[config.mk]
export PLATFORM = sky130hd
export DESIGN_NAME = rominit_sink
export DESIGN_NICKNAME = d
export VERILOG_FILES = /design/src/rtl/scv_pkg.sv /design/src/rtl/rominit_sink.sv
export SDC_FILE = /design/constraint.sdc
export NUM_CORES = 1
export LEC_CHECK = 0
export BUFFER_PORTS_ARGS = -buffer_cell sky130_fd_sc_hd__buf_2
export CORE_MARGIN = 1
export CORE_UTILIZATION = 46
export CTS_CLUSTER_SIZE = 12
export DETAILED_ROUTE_END_ITERATION = 8
export PLACE_DENSITY_LB_ADDON = 0.3
export SETUP_SLACK_MARGIN = 0.5
export SLEW_MARGIN = 20
export SYNTH_ARGS = -nofsm -noshare
export SYNTH_HDL_FRONTEND = slang
export SYNTH_SLANG_ARGS = --single-unit
[constraint.sdc]
create_clock -name CLK -period 4.3 [get_ports CLK]
set_input_delay 0.215 -clock CLK [delete_from_list [all_inputs] [get_ports CLK]]
set_output_delay 0.215 -clock CLK [all_outputs]
set_load 0.01 [all_outputs]
[src/rtl/scv_pkg.sv]
// Shared types and sizes for the ROM-init sink: target encoding,
// loader FSM states and the byte capacity of each target memory.
package scv_pkg;

  typedef enum logic [1:0] {
    TGT_BOOT = 2'd0,
    TGT_CHR  = 2'd1,
    TGT_APU  = 2'd2,
    TGT_CART = 2'd3
  } rominit_target_t;

  typedef enum logic [1:0] {
    S_IDLE,
    S_LOAD,
    S_FINISH,
    S_REJECT
  } rominit_state_t;

  localparam logic [24:0] BOOT_BYTES = 25'd4096;
  localparam logic [24:0] CHR_BYTES  = 25'd1024;
  localparam logic [24:0] APU_BYTES  = 25'd2048;
  localparam logic [24:0] CART_BYTES = 25'd131072;

  function automatic logic [24:0] tgt_size(input rominit_target_t t);
    logic [24:0] s;
    case (t)
      TGT_BOOT: s = BOOT_BYTES;
      TGT_CHR:  s = CHR_BYTES;
      TGT_APU:  s = APU_BYTES;
      default:  s = CART_BYTES;
    endcase
    return s;
  endfunction

endpackage

[src/rtl/rominit_sink.sv]
// ROM-init byte sink: steers a byte stream into one of four target
// memories and tracks per-target load status, cart length and errors.
// Ports:
//   CLK, RES                 clock, async active-high reset
//   ROMINIT_SEL_*            target selects (BOOT/CHR/APU/CART)
//   ROMINIT_ADDR/DATA/VALID  byte stream, one byte per VALID cycle
//   WR_ADDR, WR_DATA, *_WE   registered memory write port
//   CART_SIZE                loaded cart length in bytes
//   LOADED                   sticky success flags {CART,APU,CHR,BOOT}
//   CPU_HOLD                 high until BOOT, CHR and APU are loaded
//   ERR                      sticky protocol/range error
module rominit_sink
  import scv_pkg::*;
(
  input  logic        CLK,
  input  logic        RES,
  input  logic        ROMINIT_SEL_BOOT,
  input  logic        ROMINIT_SEL_CHR,
  input  logic        ROMINIT_SEL_APU,
  input  logic        ROMINIT_SEL_CART,
  input  logic [24:0] ROMINIT_ADDR,
  input  logic [7:0]  ROMINIT_DATA,
  input  logic        ROMINIT_VALID,
  output logic [16:0] WR_ADDR,
  output logic [7:0]  WR_DATA,
  output logic        BOOT_WE,
  output logic        CHR_WE,
  output logic        APU_WE,
  output logic        CART_WE,
  output logic [17:0] CART_SIZE,
  output logic [3:0]  LOADED,
  output logic        CPU_HOLD,
  output logic        ERR
);

  rominit_state_t  state_q, state_d;
  rominit_target_t tgt_q, tgt_d;
  logic            valid_q;
  logic [17:0]     cnt_q, cnt_d;
  logic [16:0]     wr_addr_q, wr_addr_d;
  logic [7:0]      wr_data_q, wr_data_d;
  logic [3:0]      we_q, we_d;
  logic [17:0]     cart_size_q, cart_size_d;
  logic [3:0]      loaded_q, loaded_d;
  logic            err_q, err_d;
  logic            hold_q, hold_d;

  logic [3:0]      sel;
  logic            sel_one;
  rominit_target_t sel_tgt;
  logic            rise;
  logic            try_start;
  logic            take;
  logic            fin_ok;
  rominit_target_t use_tgt;
  logic [17:0]     wr_end;

  assign sel = {ROMINIT_SEL_CART, ROMINIT_SEL_APU,
                ROMINIT_SEL_CHR, ROMINIT_SEL_BOOT};
  assign sel_one = (sel != 4'd0) &&
                   ((sel & (sel - 4'd1)) == 4'd0);
  assign rise = ROMINIT_VALID & ~valid_q;
  assign wr_end = {1'b0, wr_addr_q} + 18'd1;

  // Plain case: with several selects high only sel_one gates use.
  always_comb begin
    sel_tgt = TGT_BOOT;
    case (1'b1)
      sel[0]:  sel_tgt = TGT_BOOT;
      sel[1]:  sel_tgt = TGT_CHR;
      sel[2]:  sel_tgt = TGT_APU;
      sel[3]:  sel_tgt = TGT_CART;
      default: sel_tgt = TGT_BOOT;
    endcase
  end

  always_comb begin
    state_d     = state_q;
    tgt_d       = tgt_q;
    cnt_d       = cnt_q;
    wr_addr_d   = wr_addr_q;
    wr_data_d   = wr_data_q;
    we_d        = 4'd0;
    cart_size_d = cart_size_q;
    loaded_d    = loaded_q;
    err_d       = err_q;
    try_start   = 1'b0;
    take        = 1'b0;
    fin_ok      = 1'b0;
    use_tgt     = tgt_q;

    // Cart length follows the write that just went out.
    if (we_q[TGT_CART] && wr_end > cart_size_q)
      cart_size_d = wr_end;

    case (state_q)
      S_IDLE: begin
        if (rise) try_start = 1'b1;
      end
      S_LOAD: begin
        if (ROMINIT_VALID) begin
          take = 1'b1;
          if (sel != (4'b0001 << tgt_q)) err_d = 1'b1;
        end else begin
          state_d = S_FINISH;
        end
      end
      S_FINISH: begin
        if (tgt_q == TGT_CART)
          fin_ok = (cnt_q != 18'd0);
        else
          fin_ok = (25'(cnt_q) == tgt_size(tgt_q));
        loaded_d[tgt_q] = fin_ok;
        if (!fin_ok) err_d = 1'b1;
        state_d = S_IDLE;
        // VALID may return right after the one low cycle.
        if (rise) try_start = 1'b1;
      end
      default: begin
        if (!ROMINIT_VALID) state_d = S_IDLE;
      end
    endcase

    // The rising VALID cycle already carries the first byte.
    if (try_start) begin
      if (sel_one) begin
        state_d = S_LOAD;
        tgt_d   = sel_tgt;
        use_tgt = sel_tgt;
        cnt_d   = 18'd0;
        loaded_d[sel_tgt] = 1'b0;
        if (sel_tgt == TGT_CART) cart_size_d = 18'd0;
        take    = 1'b1;
      end else begin
        state_d = S_REJECT;
        err_d   = 1'b1;
      end
    end

    if (take) begin
      if (ROMINIT_ADDR < tgt_size(use_tgt)) begin
        we_d      = 4'b0001 << use_tgt;
        wr_addr_d = ROMINIT_ADDR[16:0];
        wr_data_d = ROMINIT_DATA;
        if (cnt_d != 18'h3FFFF) cnt_d = cnt_d + 18'd1;
      end else begin
        err_d = 1'b1;
      end
    end

    hold_d = ~&loaded_d[2:0];
  end

  // valid_q resets high so a VALID held across reset is not a rise.
  always_ff @(posedge CLK or posedge RES) begin
    if (RES) begin
      state_q     <= S_IDLE;
      tgt_q       <= TGT_BOOT;
      valid_q     <= 1'b1;
      cnt_q       <= 18'd0;
      wr_addr_q   <= 17'd0;
      wr_data_q   <= 8'd0;
      we_q        <= 4'd0;
      cart_size_q <= 18'd0;
      loaded_q    <= 4'd0;
      err_q       <= 1'b0;
      hold_q      <= 1'b1;
    end else begin
      state_q     <= state_d;
      tgt_q       <= tgt_d;
      valid_q     <= ROMINIT_VALID;
      cnt_q       <= cnt_d;
      wr_addr_q   <= wr_addr_d;
      wr_data_q   <= wr_data_d;
      we_q        <= we_d;
      cart_size_q <= cart_size_d;
      loaded_q    <= loaded_d;
      err_q       <= err_d;
      hold_q      <= hold_d;
    end
  end

  assign WR_ADDR   = wr_addr_q;
  assign WR_DATA   = wr_data_q;
  assign BOOT_WE   = we_q[0];
  assign CHR_WE    = we_q[1];
  assign APU_WE    = we_q[2];
  assign CART_WE   = we_q[3];
  assign CART_SIZE = cart_size_q;
  assign LOADED    = loaded_q;
  assign CPU_HOLD  = hold_q;
  assign ERR       = err_q;

endmodule

==> results.txt, run 1 <==
* DIE WIDTH: around 100 um
- Yosys warning count: 0
- Static Leakage: roughly 2.7 nW
- Cell occurring most often along the worst timing path: sky130_fd_sc_hd__a221oi_4
* Violation count after the first detailed-route iteration: about 220
* Number of antenna violations at the first check in global routing: 0
- Summing every instance area after synthesis gives between 4000 and 5000 um^2.
- Starting density of the core: a little under half
- CTS tree: done
- Worst Setup End Kind: flip-flop
- The via count of the first global-routing pass is 3,937.
* Fraction of the mapped netlist area in compound gates: 16.90%
- Design area: roughly 5700 um^2
- The clock period could shrink to 3.694 ns.
- Of all nets on the critical path, the largest fanout is 7.
- After detailed routing, the average wire length per cell comes to about 17 um.
- Counting flops and latches in the post-synthesis netlist gives 76.
* Clock tree skew after final layout: 0.01142 ns
* Synthesized-area fraction occupied by and/or/nand/nor cells: a little under 20%
- Proportion of netlist area held by the largest area contributor: between 30% and 40%
- Entering global routing, the biggest net connects ~50 pins.
- The first detailed-routing pass took 4 iterations.
- Number of buffers created by CTS: 9
- Overall die area: between 10,000 and 15,000 um^2
* WS Path Type: reg2reg
* Wire length reported by the detailed router: 12.39 mm
- Family with the most delay on the worst path: simple AND/OR/NAND/NOR gates
- For the pin with the worst max-slew slack, the measured transition is a little over 0.8 ns.
- CORE AREA: about 9800 um^2
- Ant diodes: 0
- Cell Rows: 36
- Once detail routing completed, the nets flagged for antenna violations numbered 0.
* RSZ-0062 raised after global routing: no
- IR drop worst, VDD: about 200 uV
* Commonest non-fill, non-tap cells in the layout: 92 x sky130_fd_sc_hd__buf_2, 74 x sky130_fd_sc_hd__dfrtp_1, 38 x sky130_fd_sc_hd__a21oi_1
* Post-route DRC violation count: 0
- Dividing the synthesized area by the synthesized cell count gives about 9.8 um^2.
- Compared with the post-synthesis result, the final layout area differs by 20.74%.
- Clock tree root driver cell: sky130_fd_sc_hd__clkbuf_8
- Share of the clock period used by the worst path after layout: between 80% and 90%
* Critical path startpoint category: flip-flop
* Fraction of synthesized area in multiplexers: 6.692%
* GR Overflow Total: 0
* Startpoint of the lowest-slack register-to-register path: state_q[1]
- Cells with a size suffix above 1 make up between 30% and 40% of the layout.
- Chip Height: just over 100 um
* Worst hold margin: -0.009143 ns
- Part of the Yosys area used for sequential elements: 40.58%
- Maximum level of the CTS H-tree: 3
- Adder-cell share of the synthesized area: 6.931%
- Final setup violation count: 0
* Largest cells by area after synthesis: sky130_fd_sc_hd__dfrtp_1 39%, sky130_fd_sc_hd__ha_1 6.9%, sky130_fd_sc_hd__mux2_2 6.5%
- Synth unique cells: 66
- Crit path setup slack, layout: 0.6065 ns
- The checks that failed: negative hold slack.
- At the worst endpoint, the required time is between 4 and 5 ns.
- The tightest min-delay check is of the in2async type.
* Critical register-to-register path endpoint: cnt_q[12]
- For this design, the slowest cell found on the critical path is sky130_fd_sc_hd__or4_4.
- Number of hold violations in the final report: 8
- The largest total area in the synthesized netlist belongs to sky130_fd_sc_hd__dfrtp_1.
- For this run, the slowest stage of the critical path takes approximately 0.54 ns.
* Worst reg-to-reg path cell count: 15
- Leading cell type in the layout, fill and taps excluded: sky130_fd_sc_hd__buf_2
* Buffer and inverter count on the worst path: 2
- WP data arrival: 3.96 ns
* Global routing usage summed across all routing layers: a little under a quarter
- Across all layers, the routed design uses 4,086 vias.
- After clock tree synthesis, the clock-pin slew on the worst setup and hold paths is ~0.090 ns.
* Aggregate negative setup slack: 0 ns
* Setup slack, reg-to-reg: just over 0.6 ns
- I/O pins: between 90 and 100
- Total power per unit cell area: about 380 nW/um^2
* List of cells traversed by the critical path: inv_2 -> ha_4 -> o21ba_4 -> and2_4 -> a21bo_2 -> a221oi_4 -> nand2_1 -> ha_1 -> nand4_1 -> nand3_2 -> a221oi_4 -> buf_6 -> nand3_4 -> or4_4 -> a21oi_2
* Tightest slew margin relative to the limit: about 45%
- Number of input and output port buffers inserted: 92
* Highest Clock Rate: around 270 MHz
* Post-DP HPWL: between 8 and 9 mm
- The flow ran to the end, but the final reports show violations.
- Once placement finished, the instance area stood at 5211 um^2.
- Synthesis produced a netlist with a net count of about 540.
- Proportion of synthesized flip-flops having asynchronous set or reset: 100.0%
* Total number of nets in the final design: 642
- Clock network latency to the later pin of the worst-skew pair: approximately 0.36 ns
- Max capacitance violation total: 0
- The max-slew violation count is 0.
- Yosys mapped a number of flops with a built-in enable equal to 0.
* Wire length of the first global-routing pass: roughly 19 mm
- In the synthesized netlist the dominant register cell turns out to be sky130_fd_sc_hd__dfrtp_1.
- By area, the combinational part of the netlist is dominated by simple AND/OR/NAND/NOR gates.
- Dividing the detail-routed via count by the number of cells gives 5.723.
* Number of clock sinks: between 70 and 80
- Routability congestion estimate from global placement: just under 0.9
- After technology mapping, the gate count stands at between 400 and 500.
- XOR/XNOR share of the synthesized area: around 3.5%
* Worst Setup Slack post-DPL: 0.2248 ns
* Clock tree buffer depth: 2
==> worst max-delay path by stage <==
stage | from | to | slack (ns) | cells past startpoint
floorplan | state_q[0] | cnt_q[12] | 0.61 | 17
global placement | state_q[0] | cnt_q[5] | 0.38 | 14
detailed placement | state_q[0] | cnt_q[5] | 0.22 | 14
CTS | state_q[0] | cnt_q[12] | 0.50 | 15
global route | state_q[0] | cnt_q[12] | 0.48 | 16
finish | state_q[1] | cnt_q[12] | 0.61 | 15
==> worst reg2reg max path: cells and delay by family (launching register included) <==
family | cells | cell delay, ns
fa+ha+maj | 2 | 0.55
flops | 1 | 0.42
simple gates | 6 | 1.22
buf+inv | 2 | 0.26
compound gates | 5 | 1.16
==> cell usage after synthesis, types with 4 or more instances <==
cell and number:
sky130_fd_sc_hd__a21oi_1 40, sky130_fd_sc_hd__and2_1 9, sky130_fd_sc_hd__or4_1 7, sky130_fd_sc_hd__a211oi_1 16, sky130_fd_sc_hd__dfrtp_1 74, sky130_fd_sc_hd__mux2_2 27, sky130_fd_sc_hd__a21o_1 4, sky130_fd_sc_hd__o21ai_0 13
sky130_fd_sc_hd__or3_1 7, sky130_fd_sc_hd__o31ai_1 8, sky130_fd_sc_hd__xnor2_1 11, sky130_fd_sc_hd__nor3_1 5, sky130_fd_sc_hd__buf_2 9, sky130_fd_sc_hd__nor2b_1 5, sky130_fd_sc_hd__nand2_1 32, sky130_fd_sc_hd__ha_1 26
sky130_fd_sc_hd__nor2_1 21, sky130_fd_sc_hd__nor4_1 8, sky130_fd_sc_hd__clkbuf_1 4, sky130_fd_sc_hd__nand4_1 12, sky130_fd_sc_hd__buf_6 6, sky130_fd_sc_hd__and3_1 8, sky130_fd_sc_hd__inv_1 31, sky130_fd_sc_hd__xor2_1 8
sky130_fd_sc_hd__and4_1 7, sky130_fd_sc_hd__or2_2 4, sky130_fd_sc_hd__nand3_1 18
==> repair_timing <==
item                                   CTS  global route
gates cloned                             1             0
endpoints found under the hold margin    0             0
setup buffers                            8             4
setup endpoints to repair               44            63
hold buffers                             0             0
gates resized for setup                 10            23
pin swaps                                3             6
==> registers in the layout, summed over array words and instances (netlist names) <==
name       cells
CART_SIZE     18
cnt_q         18
WR_ADDR       17
WR_DATA        8
LOADED         4
we_q           4
state_q        2
tgt_q          2
CPU_HOLD       1
ERR            1
valid_q        1
==> metal layers <==
| layer | GRT usage (%) | wire, um | vias up |
|---|---|---|---|
| met5 | 0 | 0 | - |
| met4 | 10.08 | 285 | 0 |
| met3 | 4.068 | 651 | 24 |
| met2 | 39.18 | 6063 | 146 |
| met1 | 30.52 | 5384 | 1956 |
| li1 | - | - | 1960 |
==> final cells by class <==
class                   count  area [um^2]
clock inverters             4        25.02
inverters                  31        117.6
repair buffers            110        606.8
clock buffers              12        145.1
fillers                   892         4153
flip-flops and latches     76         1904
multi-input cells         348         2701
well taps                 133        166.4
==> through the flow <==
stage | utilization [%] | cells | power, mW
finish | 57.71 | 714 | 2.142
global route | 57.71 | 714 | 2.293
CTS | 56.13 | 710 | 2.081
detailed placement | 53.07 | 685 | 1.560
global placement | 53.07 | 685 | 1.534
floorplan | - | 477 | 1.332
==> power breakdown <==
| group | switching (mW) | internal [mW] |
|---|---|---|
| sequential | 0.0810 | 0.830 |
| combinational | 0.403 | 0.324 |
| clock | 0.279 | 0.224 |
| total | 0.763 | 1.38 |
==> logic make-up (layout without fill, tap and decap cells) <==
family / after synthesis / after routing
and+or+nand+nor: 160 / 160
AOI/OAI and AO/OA: 114 / 115
buffers and inverters: 54 / 157
xor gates and xnor gates: 19 / 19
muxes: 28 / 28
adders and majority gates: 26 / 26
DFF: 76 / 76
Note: power is estimated with default switching activity, not from simulation.
==> run 2, diff against run 1 <==
--- a/config.mk
+++ b/config.mk
@@ -7,7 +7,7 @@
 export LEC_CHECK = 0
 export BUFFER_PORTS_ARGS = -buffer_cell sky130_fd_sc_hd__buf_2
 export CORE_MARGIN = 1
-export CORE_UTILIZATION = 46
+export CORE_UTILIZATION = 50
 export CTS_CLUSTER_SIZE = 12
 export DETAILED_ROUTE_END_ITERATION = 8
 export PLACE_DENSITY_LB_ADDON = 0.3
==> results.txt, run 2 (same netlist as run 1, synthesis figures left out) <==
- The run finished, with violations left.
- Violated checks: negative hold slack
* Worst Setup End Kind: flip-flop
- In this run the register-to-register setup slack is between 0.4 and 0.5 ns.
* Violation count after the first detailed-route iteration: approximately 220
- Synth-to-Final Area Change: 21.89%
* Total number of vias: ~4,200
- Avg Vias per Cell: ~6
- The most critical setup path has its endpoint at cnt_q[7].
- For this configuration, the core starts out at a cell density of 52.79%.
- Number of clock sinks: 76
* Pin count of the biggest net entering global routing: between 40 and 50
* Fraction of layout instances using a drive strength above 1: between 30% and 40%
* Post-route DRC violation count: 0
- Routability congestion estimate from global placement: between 0.8 and 0.9
* Cell Rows: 34
- In the post-route analysis, the smallest setup slack over all paths is ~0.46 ns.
* Critical register-to-register path endpoint: cnt_q[7]
- Commonest non-fill, non-tap cells in the layout: 92 x sky130_fd_sc_hd__buf_2, 74 x sky130_fd_sc_hd__dfrtp_1, 37 x sky130_fd_sc_hd__a21oi_1
- At the placement stage, the worst setup path has a slack of between 0.2 and 0.25 ns.
- Chip Height: a little under 100 um
* Final setup violation count: 0
- Aggregate negative setup slack: 0 ns
* Post-DP HPWL: about 9 mm
* CP startpoint: state_q[0]
* Critical path's largest stage delay: 0.42 ns
* Slew at the pin closest to its max-slew limit: around 0.85 ns
- Clock tree synthesis inserted a total of 9 buffers.
- CORE AREA: just under 9000 um^2
- At the later pin of the worst-skew pair, clock insertion delay measures ~0.36 ns.
- In this run the power density over the cells is a little under 400 nW/um^2.
* Startpoint of the lowest-slack register-to-register path: state_q[0]
- WP data arrival: roughly 4.0 ns
* WS Path Type: reg2reg
- For this block, the routed nets add up to about 13 mm of wire.
- Net switching is roughly 35% of the power.
- The number of failing hold endpoints at the final stage came to 23.
- Sequential standard cell area: around 1900 um^2
- CTS tree: done
- The share of total power dissipated in sequential elements is between 40% and 50%.
- The first detailed-routing pass ran for 5 iterations.
- List of cells traversed by the critical path: inv_2 -> ha_4 -> o21ba_4 -> nor3b_4 -> a21bo_2 -> o221ai_1 -> or2_4 -> ha_4 -> nor4_2 -> nand2_2 -> a221oi_4 -> buf_12 -> o2111ai_4 -> buf_4 -> buf_4 -> o31ai_1 -> a21oi_1
- Static Leakage: roughly 2.8 nW
- Share of the clock period used by the worst path after layout: around nine tenths
* Ant diodes: 0
- The clock network is responsible for between 20 and 30% of the overall power.
- Worst reg-to-reg path cell count: 17
- Share of total power in combinational logic: around a third
* DIE WIDTH: 98.89 um
- RSZ-0062 raised after global routing: yes
- IR drop worst, VDD: between 300 and 400 uV
- Highest Clock Rate: ~260 MHz
- After clock tree synthesis, the flow added hold-fix buffers numbering 0.
* Maximum fanout count along the critical path: 8
- After routing the design area is ~5700 um^2.
- The layout has roughly 700 filler cells.
- The first global-routing pass estimated 19.54 mm of wire.
* Clock period minus final worst setup slack: 3.842 ns
- For the worst setup path, the data required time is about 4.5 ns.
- Total cell area at the placement stage: just over 5000 um^2
- Buffers placed on the I/O ports in this run total slightly above 90.
* Routed wirelength normalized by instance count: 18.24 um
- Clock-pin slew reported for the worst setup and hold paths after clock tree synthesis: 0.09 ns
- The root buffer cell chosen for the clock tree is sky130_fd_sc_hd__clkbuf_8.
* Maximum level of the CTS H-tree: 3
- Clock tree buffer depth: 2
- Max capacitance violation total: 0
* Critical path startpoint category: flip-flop
* Number of pins with negative max-slew slack in the final report: 0
* Highest-delay cell along the critical path: sky130_fd_sc_hd__dfrtp_1
- Remaining antenna violation count: 0
- The die covers about 9800 um^2.
- Clock tree skew after final layout: approximately 0.013 ns
- Number of global-route vias before repair: between 4,000 and 5,000
- Cell internal pwr: ~1.4 mW
- GR Overflow Total: 0
- For this run, the total global-route usage over all layers was measured as about 25%.
* Leading cell type in the layout, fill and taps excluded: sky130_fd_sc_hd__buf_2
- The multi-input combinational cells in the finished layout cover a total of 2699 um^2.
* Number of antenna violations at the first check in global routing: 0
* Total number of nets in the final design: roughly 650
* NetSw: between 0.7 and 0.8 mW
- Hold timing on the final database bottoms out at a slack of -0.02175 ns.
- Tightest slew margin relative to the limit: 43.40%
- I/O pins: 93
- Worst hold-check path type: in2async
## run 2: cell count changes in the layout (fill, tap and decap cells not counted), sizes merged
| cell | previous run | this run |
|---|---|---|
| inv | 30 | 31 |
| bufinv | 0 | 1 |
| buf | 110 | 117 |
| clkbuf | 12 | 9 |
| clkinv | 3 | 4 |
## run 2: power groups by stage
stage               Clock (mW)  Sequential [mW]  Combinational, mW
finish                   0.566            0.910              0.748
detailed placement           0            0.921              0.652
floorplan                    0            0.960              0.373
global placement             0            0.916              0.621
global route             0.606            0.925              0.819
CTS                      0.577            0.904              0.685
## run 2: worst min path at each step
stage,endpoint,startpoint,slack [ns],cells after the start
floorplan,valid_q,ROMINIT_VALID,0.22,0
global placement,CART_SIZE[13],RES,0.38,2
detailed placement,CART_SIZE[12],RES,0.39,2
CTS,CART_SIZE[8],RES,0.006,2
global route,CART_SIZE[8],RES,0.03,2
finish,CART_SIZE[8],RES,-0.02,2
## run 2: through the flow
step | util [%] | std cells | power, mW | hold slack (ns)
2_1_floorplan | - | 477 | 1.332 | 0.2195
3_3_place_gp | 58.36 | 661 | 1.537 | 0.3842
3_5_place_dp | 58.36 | 661 | 1.572 | 0.3943
4_1_cts | 62.16 | 686 | 2.166 | 0.005732
5_1_grt | 64.34 | 696 | 2.349 | 0.03485
6_report | 64.34 | 696 | 2.224 | -0.02175
## run 2: repair_timing
action,in CTS,in global routing
endpoints found under the setup margin,41,61
pin swaps,4,18
gates resized for setup,6,26
cloned,1,0
setup buffers,8,10
## run 2: per-layer routing
layer | GRT usage, % | routed length, um | up-vias
li1 | - | - | 1977
met1 | 31.38 | 5222 | 2064
met2 | 44.54 | 6598 | 147
met3 | 4.610 | 651 | 18
met4 | 9.300 | 224 | 0
met5 | 0 | 0 | -
## run 2: worst max-delay path, delay by kind of cell, from the launching register on
family / cells / cell delay [ns]
AND/OR/NAND/NOR: 4 / 1.00
AO/OA/AOI/OAI: 7 / 1.33
adder cells (fa/ha/maj): 2 / 0.33
buffers and inverters: 4 / 0.62
flip-flops: 1 / 0.42
## run 2: area by class of cell
class                      instances  area share, %
inverter                          31          2.056
clock inverter                     7          1.334
multi-input combinational        348          47.18
timing repair buffer             117          11.61
tap                              108          2.362
sequential                        76          33.29
clock buffer                       9          2.165
